**src/rtl/branch_predict_resolve_pkg.sv**
```systemverilog
// Shared condition codes, counter encodings and branch condition helpers.
package branch_pkg;

  localparam logic [3:0] BR_NONE = 4'b0000;
  localparam logic [3:0] BR_EQ   = 4'b0001;
  localparam logic [3:0] BR_NE   = 4'b0010;
  localparam logic [3:0] BR_LT   = 4'b0011;
  localparam logic [3:0] BR_GE   = 4'b0100;
  localparam logic [3:0] BR_ULT  = 4'b0101;
  localparam logic [3:0] BR_UGE  = 4'b0110;
  localparam logic [3:0] BR_AL   = 4'b0111;
  localparam logic [3:0] BR_LE   = 4'b1000;
  localparam logic [3:0] BR_GT   = 4'b1001;

  localparam logic [1:0] SNT = 2'b00;
  localparam logic [1:0] WNT = 2'b01;
  localparam logic [1:0] WT  = 2'b10;
  localparam logic [1:0] ST  = 2'b11;

  // Resolve a condition code against ALU flags; illegal codes resolve not taken.
  function automatic logic cond_eval(logic [3:0] code, logic zf, logic cf, logic sf, logic of);
    logic lt;
    lt = sf ^ of;
    case (code)
      BR_NONE: cond_eval = 1'b0;
      BR_EQ:   cond_eval = zf;
      BR_NE:   cond_eval = ~zf;
      BR_LT:   cond_eval = lt;
      BR_GE:   cond_eval = ~lt;
      BR_ULT:  cond_eval = cf;
      BR_UGE:  cond_eval = ~cf;
      BR_AL:   cond_eval = 1'b1;
      BR_LE:   cond_eval = lt | zf;
      BR_GT:   cond_eval = ~lt & ~zf;
      default: cond_eval = 1'b0;
    endcase
  endfunction

  function automatic logic is_illegal(logic [3:0] code);
    is_illegal = (code > BR_GT);
  endfunction

  // Only genuinely conditional branches train the predictor.
  function automatic logic is_cond(logic [3:0] code);
    is_cond = (code != BR_NONE) && (code != BR_AL) && !is_illegal(code);
  endfunction

endpackage

```
**src/rtl/branch_predict_resolve_if.sv**
```systemverilog
// Fetch lookup and execute resolve signals between the pipeline and the branch block.
interface branch_predict_resolve_if #(parameter int PC_W = 16) ();
  logic [PC_W-1:0] f_pc;
  logic            f_pred_taken;
  logic            ex_valid;
  logic            ex_stall;
  logic [PC_W-1:0] ex_pc;
  logic [3:0]      ex_branch;
  logic            ex_pred_taken;
  logic            ZF, CF, SF, OF;
  logic            PC_src;
  logic            mispredict;
  logic            err;

  modport master (
    output f_pc, ex_valid, ex_stall, ex_pc, ex_branch, ex_pred_taken, ZF, CF, SF, OF,
    input  f_pred_taken, PC_src, mispredict, err
  );
  modport slave (
    input  f_pc, ex_valid, ex_stall, ex_pc, ex_branch, ex_pred_taken, ZF, CF, SF, OF,
    output f_pred_taken, PC_src, mispredict, err
  );
endinterface

```
**src/rtl/branch_predict_resolve_hist_table.sv**
```systemverilog
// Direct-mapped table of 2-bit saturating counters; comb read, registered update.
module branch_hist_table #(
  parameter int DEPTH = 16,
  parameter int PC_W  = 16
) (
  input  logic            clk,
  input  logic            rst_n,
  input  logic [PC_W-1:0] rd_pc,
  output logic            rd_taken,
  input  logic            upd_en,
  input  logic [PC_W-1:0] upd_pc,
  input  logic            upd_taken
);
  import branch_pkg::*;

  localparam int IDX_W = $clog2(DEPTH);

  logic [DEPTH-1:0][1:0] ctr;
  logic [IDX_W-1:0]      rd_idx, upd_idx;

  // Halfword-aligned PCs: bit 0 never selects an entry.
  assign rd_idx   = rd_pc[IDX_W:1];
  assign upd_idx  = upd_pc[IDX_W:1];
  assign rd_taken = ctr[rd_idx][1];

  for (genvar i = 0; i < DEPTH; i++) begin : g_ent
    // Per-entry saturating counter; a read in the same cycle sees the old value.
    always_ff @(posedge clk or negedge rst_n) begin
      if (!rst_n) begin
        ctr[i] <= WNT;
      end else if (upd_en && (upd_idx == IDX_W'(i))) begin
        if (upd_taken && ctr[i] != ST)        ctr[i] <= ctr[i] + 2'd1;
        else if (!upd_taken && ctr[i] != SNT) ctr[i] <= ctr[i] - 2'd1;
      end
    end
  end

endmodule

```
**src/rtl/branch_predict_resolve.sv**
```systemverilog
// Execute-stage branch resolve, mispredict/err detection, predictor training and stats.
module branch_predict_resolve #(
  parameter int PC_W      = 16,
  parameter int BHT_DEPTH = 16,
  parameter int STAT_W    = 16
) (
  input  logic                   clk,
  input  logic                   rst_n,
  branch_predict_resolve_if.slave bus,
  output logic                   err_sticky,
  output logic [STAT_W-1:0]      br_count,
  output logic [STAT_W-1:0]      mispred_count
);
  import branch_pkg::*;

  logic live, upd;

  assign live           = bus.ex_valid & ~bus.ex_stall;
  assign upd            = live & is_cond(bus.ex_branch);
  assign bus.PC_src     = bus.ex_valid & cond_eval(bus.ex_branch, bus.ZF, bus.CF, bus.SF, bus.OF);
  assign bus.mispredict = live & (bus.PC_src != bus.ex_pred_taken);
  assign bus.err        = bus.ex_valid & is_illegal(bus.ex_branch);

  branch_hist_table #(.DEPTH(BHT_DEPTH), .PC_W(PC_W)) u_bht (
    .clk       (clk),
    .rst_n     (rst_n),
    .rd_pc     (bus.f_pc),
    .rd_taken  (bus.f_pred_taken),
    .upd_en    (upd),
    .upd_pc    (bus.ex_pc),
    .upd_taken (bus.PC_src)
  );

  // Saturating perf counters and sticky error flag; a stall freezes them.
  always_ff @(posedge clk or negedge rst_n) begin
    if (!rst_n) begin
      br_count      <= '0;
      mispred_count <= '0;
      err_sticky    <= 1'b0;
    end else begin
      if (upd && br_count != '1)                  br_count      <= br_count + 1'b1;
      if (bus.mispredict && mispred_count != '1)  mispred_count <= mispred_count + 1'b1;
      if (bus.err && !bus.ex_stall)               err_sticky    <= 1'b1;
    end
  end

endmodule
```
**src/flat_wrapper.sv**
```systemverilog
// flat-port wrapper written by rule: the top's interface ports become plain ports
module branch_predict_resolve_flat import branch_pkg::*;
#(
  parameter int PC_W      = 16,
  parameter int BHT_DEPTH = 16,
  parameter int STAT_W    = 16
)
  (clk, rst_n, err_sticky, br_count, mispred_count, bus_f_pc, bus_ex_valid, bus_ex_stall, bus_ex_pc, bus_ex_branch, bus_ex_pred_taken, bus_ZF, bus_CF, bus_SF, bus_OF, bus_f_pred_taken, bus_PC_src, bus_mispredict, bus_err);
  branch_predict_resolve_if #(.PC_W(PC_W)) bus_i ();
  input  logic clk;
  input  logic rst_n;
  output logic err_sticky;
  output logic [STAT_W-1:0] br_count;
  output logic [STAT_W-1:0] mispred_count;
  input wire logic [$bits(bus_i.f_pc)-1:0] bus_f_pc;
  input wire logic [$bits(bus_i.ex_valid)-1:0] bus_ex_valid;
  input wire logic [$bits(bus_i.ex_stall)-1:0] bus_ex_stall;
  input wire logic [$bits(bus_i.ex_pc)-1:0] bus_ex_pc;
  input wire logic [$bits(bus_i.ex_branch)-1:0] bus_ex_branch;
  input wire logic [$bits(bus_i.ex_pred_taken)-1:0] bus_ex_pred_taken;
  input wire logic [$bits(bus_i.ZF)-1:0] bus_ZF;
  input wire logic [$bits(bus_i.CF)-1:0] bus_CF;
  input wire logic [$bits(bus_i.SF)-1:0] bus_SF;
  input wire logic [$bits(bus_i.OF)-1:0] bus_OF;
  output wire logic [$bits(bus_i.f_pred_taken)-1:0] bus_f_pred_taken;
  output wire logic [$bits(bus_i.PC_src)-1:0] bus_PC_src;
  output wire logic [$bits(bus_i.mispredict)-1:0] bus_mispredict;
  output wire logic [$bits(bus_i.err)-1:0] bus_err;
  assign bus_i.f_pc = bus_f_pc;
  assign bus_i.ex_valid = bus_ex_valid;
  assign bus_i.ex_stall = bus_ex_stall;
  assign bus_i.ex_pc = bus_ex_pc;
  assign bus_i.ex_branch = bus_ex_branch;
  assign bus_i.ex_pred_taken = bus_ex_pred_taken;
  assign bus_i.ZF = bus_ZF;
  assign bus_i.CF = bus_CF;
  assign bus_i.SF = bus_SF;
  assign bus_i.OF = bus_OF;
  assign bus_f_pred_taken = bus_i.f_pred_taken;
  assign bus_PC_src = bus_i.PC_src;
  assign bus_mispredict = bus_i.mispredict;
  assign bus_err = bus_i.err;
  branch_predict_resolve #(.PC_W(PC_W), .BHT_DEPTH(BHT_DEPTH), .STAT_W(STAT_W)) u_core (.clk(clk), .rst_n(rst_n), .bus(bus_i), .err_sticky(err_sticky), .br_count(br_count), .mispred_count(mispred_count));
endmodule
```
**config.mk**
```make
export PLATFORM = sky130hd
export DESIGN_NAME = branch_predict_resolve_flat
export DESIGN_NICKNAME = d
export VERILOG_FILES = /design/src/rtl/branch_predict_resolve_pkg.sv /design/src/rtl/branch_predict_resolve_if.sv /design/src/rtl/branch_predict_resolve_hist_table.sv /design/src/rtl/branch_predict_resolve.sv /design/src/flat_wrapper.sv
export SDC_FILE = /design/constraint.sdc
export NUM_CORES = 1
export LEC_CHECK = 0
export CAP_MARGIN = 20
export CORE_MARGIN = 5
export CORE_UTILIZATION = 30
export CTS_BUF_LIST = sky130_fd_sc_hd__clkbuf_4
export CTS_CLUSTER_SIZE = 40
export DETAILED_ROUTE_END_ITERATION = 6
export GPL_TIMING_DRIVEN = 0
export PLACE_DENSITY_LB_ADDON = 0.12
export SLEW_MARGIN = 20
export SYNTH_ARGS = -nofsm -noshare
export SYNTH_HDL_FRONTEND = slang
export SYNTH_SLANG_ARGS = --single-unit
```
**constraint.sdc**
```tcl
create_clock -name clk -period 3.1 [get_ports clk]
set_input_delay 0.775 -clock clk [delete_from_list [all_inputs] [get_ports clk]]
set_output_delay 0.775 -clock clk [all_outputs]
set_load 0.005 [all_outputs]
```
==> flow_metrics.env <==
export IMPL_crit_family="simple AND/OR/NAND/NOR gates"
export IMPL_intPower_uw=1510
export IMPL_wl_met3_um=599
export IMPL_die_x_um=123
export IMPL_p_sw_uw=638
export IMPL_totalWireLength_um=10200
export IMPL_cts_tree="done"
export IMPL_final_common_cell="dfrtp_1"
export IMPL_antenna_found_initial=0
export IMPL_gp_congestion=0.812
export IMPL_clock_latency_ps=430
export IMPL_crit_type="in -> out"
export IMPL_place_hpwl_um=7110
export IMPL_cts_hold_buf=0
export IMPL_worstPathArrival_ps=2320
export IMPL_first_global_vias=3422
export IMPL_path_clk_slew_ps=110
export IMPL_die_y_um=123
export IMPL_ir_drop_v=0.000297
export IMPL_grt_usage_pct=14.4
export IMPL_final_core_util_pct=39.7
export IMPL_cts_sinks=65
export IMPL_finalHoldViolCount=0
export IMPL_status="finished clean"
export IMPL_postSynthCellCount=408
export IMPL_synth_warnings=0
export IMPL_n_antenna_cell=0
export IMPL_synthToLayoutAreaGrowth_pct=30.8
export IMPL_h_tree_depth=3
export IMPL_grt_max_degree=41
export IMPL_critPathLaunch="bus_ex_branch[1]"
export IMPL_cp_slowest_stage_delay_ps=360
export IMPL_skew_ps=10.1
export IMPL_nets=537
export IMPL_synthFlopType="dfrtp_1"
export IMPL_initial_core_util_pct=30.4
export IMPL_vias=3348
export IMPL_slew_violations=0
export IMPL_path_buf_inv=3
export IMPL_p_leak_uw=0.00197
export IMPL_wl_per_cell_um=15.3
export IMPL_power_density_mw_per_mm2=430
export IMPL_drt_iter0_markers=153
export IMPL_syn_cell_area_sq_mm=0.00382
export IMPL_p_comb_share_pct=23.7
export IMPL_top_layer_used="met4"
export IMPL_drc=0
export IMPL_cp_slowest_cell="or3b_1"
export IMPL_ys_types=55
export IMPL_fp_row_count=41
export IMPL_slew_headroom_pct=49.7
export IMPL_end_kind="primary output"
export IMPL_drtPass1Iterations=4
export IMPL_io_buffers=55
export IMPL_r2r_start="u_core.mispred_count[0]"
export IMPL_ant_nets=0
export IMPL_maxCapViolCount=0
export IMPL_grt_pass1_wl_um=17000
export IMPL_met2_length_um=4660
export IMPL_worstPathCellList="buf_12 -> or3b_1 -> a21o_1 -> a311oi_4 -> buf_4 -> nor3_4 -> or2_4 -> buf_6"
export IMPL_seq_power_share_pct=50.5
export IMPL_root_buffer="clkbuf_4"
export IMPL_rsz0062_at_grt="true"
export IMPL_io_pins=82
export IMPL_worstPathRequired_ps=2320
export IMPL_p_clk_share_pct=25.8
export IMPL_tightest_slew_ps=754
export IMPL_ys_seq_area_share_pct=43.1
export IMPL_async_flop_share_pct=100
export IMPL_cp_max_fo=5
export IMPL_syn_area_per_cell_sq_um=9.35
export IMPL_synth_edf_count=0
export IMPL_start_kind="primary input"
export IMPL_setup_tns_final_ps=0
export IMPL_coreArea_sq_mm=0.0126
export IMPL_max_freq_mhz=323
export IMPL_layout_common_cells="49 x dfrtp_1, 44 x clkdlybuf4s50_1, 32 x o21ai_1, 31 x a21oi_1, 29 x nand2_1"
export IMPL_period_minus_slack_ps=3100
export IMPL_synth_nets=455
export IMPL_setup_viol_count_final=0
export IMPL_via_per_inst=5.02
export IMPL_hold_class="in -> async"
export IMPL_grt_overflow=0
export IMPL_ys_seq_elements=65
export IMPL_clock_path_buffers=2
export IMPL_numCtsBuffers=9
export IMPL_wl_met1_um=4890
export IMPL_swShare_pct=29.8
export IMPL_dieArea_sq_mm=0.0151
export IMPL_drive_gt1_share_pct=18.2
export IMPL_post_route_period_util_pct=99.9
==> state kept, by name, summed over array words and instances (netlist names) <==
register              flops
u_core.br_count          16
u_core.err_sticky         1
u_core.mispred_count     16
u_core.u_bht.ctr         32
==> repair_timing <==
item                                    4_1_cts  5_1_grt
gates resized for setup                      52       12
pin swaps                                    11        6
buffers inserted                             14        3
endpoints found under the setup margin        3        7
gates cloned                                  0        1
==> cell type report <==
type	instances	area, sq um
multi-input combinational	308	2070
tap	172	215
inverter	18	67.6
fill	1264	7580
buffer	14	134
sequential	65	1650
timing repair buffer	74	732
clock buffer	10	75.1
clock inverter	6	48.8
==> cell families after synthesis <==
family / Yosys count / share of synthesized area, %
fa+ha+maj: 2 / 0.656
simple gates: 142 / 19.5
mux: 13 / 5.25
flops: 65 / 43.1
compound gates: 120 / 19.5
buf+inv: 35 / 4.82
xor+xnor: 31 / 7.11
==> power groups by stage <==
stage          registers, uW  logic (uW)  clock network (uW)
6_report                1080         508                 552
5_1_grt                 1110         569                 623
4_1_cts                 1090         504                 593
3_5_place_dp            1100         480                   0
3_3_place_gp            1100         477                   0
2_1_floorplan           1090         235                   0
==> path summary, 6_finish.rpt <==
kind / to / slack [ps] / cells after the start
max reg2reg: u_core.mispred_count[14] / 920 / 7
max: bus_mispredict / 3 / 8
max in group asynchronous: u_core.u_bht.ctr[26] / 2250 / 2
min: u_core.u_bht.ctr[13] / 240 / 1
min reg2reg: u_core.err_sticky / 460 / 1
min in group clk: u_core.err_sticky / 460 / 1
==> cells in the mapped netlist (2+ instances only) <==
master	count	area, sq um
buf_4	3	22.5
o21ai_1	31	155
inv_1	17	63.8
buf_6	5	56.3
a211oi_1	3	22.5
xor2_1	8	70.1
o211a_1	2	20.0
nor3_1	16	80.1
dfstp_2	16	420
nor2_1	20	75.1
nand2_1	30	113
a21o_1	3	22.5
nand2b_1	8	50.1
buf_2	3	15.0
o21ai_0	16	80.1
a21oi_1	31	155
mux2_2	2	22.5
nand3b_1	2	15.0
o21bai_1	3	22.5
or2_2	2	12.5
clkbuf_1	5	18.8
mux2i_1	5	50.1
a31oi_1	3	18.8
and4_1	4	35.0
o211ai_1	17	128
nor2b_1	4	25.0
xnor2_1	23	201
and2_1	6	37.5
or4_1	2	15.0
ha_1	2	25.0
nand4_1	9	56.3
mux4_2	5	113
dfrtp_1	49	1230
and3_1	6	37.5
nor4_1	7	43.8
nand3_1	19	95.1
or3_1	3	18.8
==> per-stage QoR <==
stage | cells | area (sq um) | power [uW] | setup slack, ps | hold slack, ps
3_5_place_dp | 636 | 4600 | 1580 | -1230 | 443
4_1_cts | 665 | 4890 | 2180 | -79.6 | 217
5_1_grt | 667 | 4990 | 2300 | -74.7 | 223
2_1_floorplan | 408 | 3820 | 1320 | 27.3 | 451
3_3_place_gp | 635 | 4580 | 1580 | -1220 | 441
6_report | 667 | 4990 | 2140 | 3.17 | 243
==> routing by layer <==
| layer | GRT usage [%] | vias up |
|---|---|---|
| met5 | 0 | - |
| met4 | 4.20 | 0 |
| met3 | 4.88 | 6 |
| met2 | 22.3 | 76 |
| met1 | 19.1 | 1607 |
| li1 | - | 1659 |
(Power assumes the default switching activity.)
